## src/rtl/spi_slave_sync.sv

```systemverilog
// Mode-0, MSB-first SPI responder. SCLK/CS_N/MOSI are resynchronised into clk and all
// edge detection runs on the synchronised copies; local side uses valid/ready TX and RX.
module spi_slave_sync #(
    parameter int DATA_WIDTH  = 8,
    parameter int SYNC_STAGES = 2
) (
    input  logic                  clk,
    input  logic                  reset,
    input  logic                  sclk,
    input  logic                  cs_n,
    input  logic                  mosi,
    output logic                  miso,
    output logic                  miso_oe,
    input  logic [DATA_WIDTH-1:0] tx_data,
    input  logic                  tx_valid,
    output logic                  tx_ready,
    output logic [DATA_WIDTH-1:0] rx_data,
    output logic                  rx_valid,
    input  logic                  rx_ready,
    output logic                  busy,
    output logic                  underrun,
    output logic                  overrun,
    output logic [1:0]            dbg_state_o
);
    // Handshakes: a transfer happens on a rising clk edge where valid && ready are both high;
    // valid holds its data stable until that edge, ready may change freely.

    localparam int CW = $clog2(DATA_WIDTH + 1);
    localparam logic [CW-1:0] LAST_BIT = CW'(DATA_WIDTH - 1);
    localparam logic [CW-1:0] WORD_END = CW'(DATA_WIDTH);

    typedef enum logic [1:0] {IDLE, LOAD, SHIFT} state_t;

    logic [SYNC_STAGES-1:0] sclk_sync_q, cs_sync_q, mosi_sync_q, fill_q;
    logic                   sclk_prev_q, cs_prev_q, armed_q;
    state_t                 state_q, state_d;
    logic [CW-1:0]          cnt_q, cnt_d;
    logic [DATA_WIDTH-2:0]  tx_sh_q, tx_sh_d, rx_sh_q, rx_sh_d;
    logic [DATA_WIDTH-1:0]  hold_q, hold_d, rx_data_q, rx_data_d;
    logic [DATA_WIDTH-1:0]  load_word, rx_word;
    logic                   full_q, full_d, miso_q, miso_d, rx_valid_q, rx_valid_d;
    logic                   underrun_q, underrun_d, overrun_q, overrun_d;
    logic                   sclk_s, cs_s, mosi_s, sclk_rise, sclk_fall, cs_fall, cs_rise;
    logic                   tx_wr, load;

    assign sclk_s    = sclk_sync_q[SYNC_STAGES-1];
    assign cs_s      = cs_sync_q[SYNC_STAGES-1];
    assign mosi_s    = mosi_sync_q[SYNC_STAGES-1];
    assign sclk_rise = sclk_s & ~sclk_prev_q;
    assign sclk_fall = ~sclk_s & sclk_prev_q;
    assign cs_fall   = ~cs_s & cs_prev_q;
    assign cs_rise   = cs_s & ~cs_prev_q;
    assign tx_wr     = tx_valid & ~full_q;
    assign rx_word   = {rx_sh_q, mosi_s};

    // A frame may only start once cs_n has been seen high with a fully refreshed synchroniser,
    // so a reset that lands mid-frame does not start decoding in the middle of a word.
    always_ff @(posedge clk or posedge reset) begin
        if (reset) begin
            sclk_sync_q <= '0;
            cs_sync_q   <= '1;
            mosi_sync_q <= '0;
            fill_q      <= '0;
            sclk_prev_q <= 1'b0;
            cs_prev_q   <= 1'b1;
            armed_q     <= 1'b0;
        end else begin
            sclk_sync_q <= {sclk_sync_q[SYNC_STAGES-2:0], sclk};
            cs_sync_q   <= {cs_sync_q[SYNC_STAGES-2:0], cs_n};
            mosi_sync_q <= {mosi_sync_q[SYNC_STAGES-2:0], mosi};
            fill_q      <= {fill_q[SYNC_STAGES-2:0], 1'b1};
            sclk_prev_q <= sclk_s;
            cs_prev_q   <= cs_s;
            armed_q     <= armed_q | (fill_q[SYNC_STAGES-1] & cs_s);
        end
    end

    always_ff @(posedge clk or posedge reset) begin
        if (reset) begin
            state_q    <= IDLE;
            cnt_q      <= '0;
            tx_sh_q    <= '0;
            rx_sh_q    <= '0;
            hold_q     <= '0;
            full_q     <= 1'b0;
            miso_q     <= 1'b0;
            rx_data_q  <= '0;
            rx_valid_q <= 1'b0;
            underrun_q <= 1'b0;
            overrun_q  <= 1'b0;
        end else begin
            state_q    <= state_d;
            cnt_q      <= cnt_d;
            tx_sh_q    <= tx_sh_d;
            rx_sh_q    <= rx_sh_d;
            hold_q     <= hold_d;
            full_q     <= full_d;
            miso_q     <= miso_d;
            rx_data_q  <= rx_data_d;
            rx_valid_q <= rx_valid_d;
            underrun_q <= underrun_d;
            overrun_q  <= overrun_d;
        end
    end

    always_comb begin
        state_d    = state_q;
        cnt_d      = cnt_q;
        tx_sh_d    = tx_sh_q;
        rx_sh_d    = rx_sh_q;
        miso_d     = miso_q;
        rx_data_d  = rx_data_q;
        rx_valid_d = rx_valid_q & ~rx_ready;
        underrun_d = 1'b0;
        overrun_d  = 1'b0;
        load       = 1'b0;
        load_word  = full_q ? hold_q : '0;

        case (state_q)
            IDLE: begin
                if (cs_fall && armed_q) state_d = LOAD;
            end
            LOAD: begin
                load       = 1'b1;
                underrun_d = ~full_q;
                miso_d     = load_word[DATA_WIDTH-1];
                tx_sh_d    = load_word[DATA_WIDTH-2:0];
                cnt_d      = '0;
                state_d    = SHIFT;
            end
            SHIFT: begin
                if (sclk_rise) begin
                    rx_sh_d = rx_word[DATA_WIDTH-2:0];
                    cnt_d   = cnt_q + 1'b1;
                    if (cnt_q == LAST_BIT) begin
                        rx_data_d  = rx_word;
                        rx_valid_d = 1'b1;
                        overrun_d  = rx_valid_q & ~rx_ready;
                    end
                end else if (sclk_fall) begin
                    if (cnt_q == WORD_END) begin
                        state_d = LOAD;
                    end else begin
                        miso_d  = tx_sh_q[DATA_WIDTH-2];
                        tx_sh_d = {tx_sh_q[DATA_WIDTH-3:0], 1'b0};
                    end
                end
            end
            default: state_d = IDLE;
        endcase

        if (cs_rise) begin
            state_d = IDLE;
            cnt_d   = '0;
            miso_d  = 1'b0;
        end
    end

    // A load in the same cycle as a write takes the old (empty) contents; the new word stays.
    assign full_d = (full_q & ~load) | tx_wr;
    assign hold_d = tx_wr ? tx_data : hold_q;

    assign miso        = miso_q;
    assign busy        = ~cs_s;
    assign miso_oe     = ~cs_s;
    assign tx_ready    = ~full_q;
    assign rx_data     = rx_data_q;
    assign rx_valid    = rx_valid_q;
    assign underrun    = underrun_q;
    assign overrun     = overrun_q;
    assign dbg_state_o = state_q;
endmodule
```

## config.mk

```make
export PLATFORM = sky130hd
export DESIGN_NAME = spi_slave_sync
export DESIGN_NICKNAME = d
export VERILOG_FILES = /design/src/rtl/spi_slave_sync.sv
export SDC_FILE = /design/constraint.sdc
export NUM_CORES = 1
export LEC_CHECK = 0
export ABC_AREA = 0
export CORE_MARGIN = 2
export CORE_UTILIZATION = 35
export DETAILED_ROUTE_END_ITERATION = 12
export PLACE_DENSITY_LB_ADDON = 0.08
export SLEW_MARGIN = 20
export SYNTH_ARGS = -nofsm -noshare
export SYNTH_HDL_FRONTEND = slang
export SYNTH_SLANG_ARGS = --single-unit
```

## constraint.sdc

```tcl
create_clock -name clk -period 2 [get_ports clk]
set_input_delay 0.4 -clock clk [delete_from_list [all_inputs] [get_ports clk]]
set_output_delay 0.4 -clock clk [all_outputs]
set_load 0.01 [all_outputs]
```

==> metrics <==
max-slew violation total from the final report=0; fraction of final layout cells with drive strength greater than 1=0.266; Critical Setup Path Class=reg2out; critical path endpoint category=output pin; commonest non-fill, non-tap cells in the layout=dfrtp_1, clkdlybuf4s50_1, mux2_2; Hold-fix buffers, CTS=0; unrepaired setup endpoints after global routing=false; yosys warns=0; share of flip-flops with an asynchronous set or reset=1.00; result of the run=complete, no violations; Reg2Reg Setup Slack=0.37 ns; clock network latency to the later pin of the worst-skew pair=0.30 ns; number of antenna violations at the first check in global routing=0; placed wire-length estimate=around 2.7 mm; number of diodes=0; Final Hold Viols=0; average vias per placed instance=4.85; grt total ovfl=0; kind of launch point of the worst setup path=register; routed length on met2=1.64 mm; most common library cell in the layout ignoring fill and taps=dfrtp_1; met1 WL=1.92 mm; clock tree from TritonCTS=yes; top_reg_cell synth=dfrtp_1; total I/O pin count=32; Max-cap violations=0; cell area after technology mapping=between 0.002 and 0.0025 mm²; Crit Path Max Fanout=14; Layout Skew=around 0.013 ns; fraction of the yosys area taken by sequential cells=0.609; total negative slack for setup checks=0 ns; worst vdd rail ir drop=0.000415 V; layout net count=roughly 220; Max Fclk=530 MHz; Max H-tree Level=2; final core utilization=0.448; Buffers & Inverters on Critical Path=1; number of enable-type register cells in the synthesized netlist=0; final period utilization=0.944; number of non-filler instances in the completed layout=274; Net Count, Synth=177; endpoint required time on the critical path=1.60 ns; vertical extent of the die=between 80 and 90 µm; final weighted congestion of routability-driven global placement=0.718; residual DRC count=0; largest net degree at the start of global routing=21; largest incremental delay on the critical path=0.61 ns; via count of the first global-routing pass=1,316; standard cell core area=0.00592 mm²; post-CTS setup buffer count=0; DRC violation total after the first TritonRoute iteration=111; deepest clock path buffer count=2; P&R area growth vs syn=23.8%; hold crit path type=reg2reg; final count of negative-setup-slack endpoints=0; average instance area after synthesis=between 10 and 15 µm²; arrival time of the worst setup path=1.49 ns; sum of met3 wire segment lengths after detailed routing=around 150 µm; Die Footprint=around 0.0068 mm²; drt total wl=between 3 and 4 mm; TritonCTS Buffers=5; crit-path leading delay family=buffers and inverters; number of nets still failing antenna checks after routing=0; Die Width=82.3 µm; dpl cell area=~0.0026 mm²; CP max stage cell=clkdlybuf4s50_1; routed vias=roughly 1,300; final routed wire length divided by cell count=13.6 µm; number of standard-cell rows in the floorplan=28; power density of the placed cells=just under 1000 mW/mm²; Final Instance Area=0.00265 mm²; clock sink count=52; Unique masters post-synth=34; root cell of the clock tree=clkbuf_8; standby leakage power=0.00121 µW; Placed Instances=~270; Syn Inst Count=160; number of register bits inferred by synthesis=52; shortest clock period the worst path allows after layout=1.89 ns; global router's overall resource usage=0.124; clock-pin slew of the registers on the worst-case setup and hold paths=0.10 ns; global-route wire length before repair=6.29 mm; First-pass DRT Iterations=4; Fill cells=545; count of port buffers added during placement=31; PnR Total Power=about 2600 µW; area occupied by multi-input gates=approximately 800 µm²; FF+latch area=0.00131 mm²; starting utilization of the core area=0.362; cells along the critical path=clkdlybuf4s50_1; highest metal layer with signal wires=met4
[cells in the mapped netlist (all sizes together), types with 2 or more instances]
cell / n / area share
nand3: 3 / 0.0070
a311oi: 2 / 0.0082
ha: 2 / 0.012
dfrtp: 49 / 0.57
nand4b: 2 / 0.015
nand3b: 7 / 0.025
and4bb: 2 / 0.015
a21oi: 4 / 0.0093
dfstp: 3 / 0.037
nand2b: 3 / 0.0088
mux2: 29 / 0.15
nor2b: 2 / 0.0058
buf: 6 / 0.016
inv: 6 / 0.011
o21ai: 7 / 0.016
nand2: 15 / 0.026
nor2: 3 / 0.0053
a21o: 2 / 0.0070
[where the power goes]
part / internal (µW) / leakage [µW] / switching (µW)
clock: 249 / 0.0000445 / 349
sequential: 1270 / 0.000657 / 138
combinational: 334 / 0.000507 / 236
[metrics by stage]
stage	hold slack (ns)	setup WS, ns
detailed placement	0.339	0.370
CTS	0.362	0.0237
global placement	0.336	0.386
floorplan	0.331	0.347
global route	0.372	0.0396
finish	0.355	0.112
[kinds of logic (layout without fill, tap and decap cells)]
family,after synthesis,after routing,synth area share
DFF,52,52,0.609
AOI/OAI and AO/OA,20,20,0.0660
and+or+nand+nor,43,43,0.131
adders and majority gates,2,2,0.0117
muxes,29,29,0.152
other,1,1,0.00175
buffers and inverters,13,52,0.0286
[timing repair]
action,CTS,global route
gates resized for setup,0,1
endpoints found under the hold margin,0,0
setup endpoints to repair,0,1
[final timing paths]
kind / start / end / depth (start not counted)
setup / recovery: dbg_state_o[0]$_DFFE_PP0P_ / dbg_state_o[0] / 1
hold / removal: sclk_sync_q[0]$_DFF_PP0_ / sclk_sync_q[1]$_DFF_PP0_ / 0
setup reg to reg: cnt_q[0]$_DFFE_PP0P_ / tx_sh_q[5]$_DFFE_PP0P_ / 5
hold reg to reg: sclk_sync_q[0]$_DFF_PP0_ / sclk_sync_q[1]$_DFF_PP0_ / 0
max in group asynchronous: reset / mosi_sync_q[1]$_DFF_PP0_ / 3
min in group asynchronous: reset / sclk_sync_q[1]$_DFF_PP0_ / 2
[worst register-to-register path, cell delays in order, from the launching register on]
cell and delay (ns):
dfrtp_1 0.43, inv_1 0.10, ha_1 0.14, nand3b_1 0.20
a21boi_4 0.29, mux2_2 0.36
[flip-flops by register name (all words and copies together), names as in the netlist]
signal,flops
miso,1
full_q,1
hold_q,8
sclk_sync_q,2
rx_valid,1
rx_sh_q,7
armed_q,1
fill_q,2
underrun,1
cs_prev_q,1
cnt_q,4
cs_sync_q,2
overrun,1
rx_data,8
sclk_prev_q,1
mosi_sync_q,2
tx_sh_q,7
dbg_state_o,2
[layer usage]
metal / up-vias / track usage
li1: 632 / -
met3: 2 / 0.0359
met5: - / 0
met4: 0 / 0.0350
met2: 25 / 0.176
met1: 669 / 0.182
[final cells by class]
class                      count  area share
timing repair buffer          38       0.137
tap                           75      0.0354
multi-input combinational     95       0.293
inverter                       6     0.00849
clock buffer                   5      0.0259
sequential                    52       0.492
clock inverter                 3     0.00802
(Power assumes the default switching activity.)
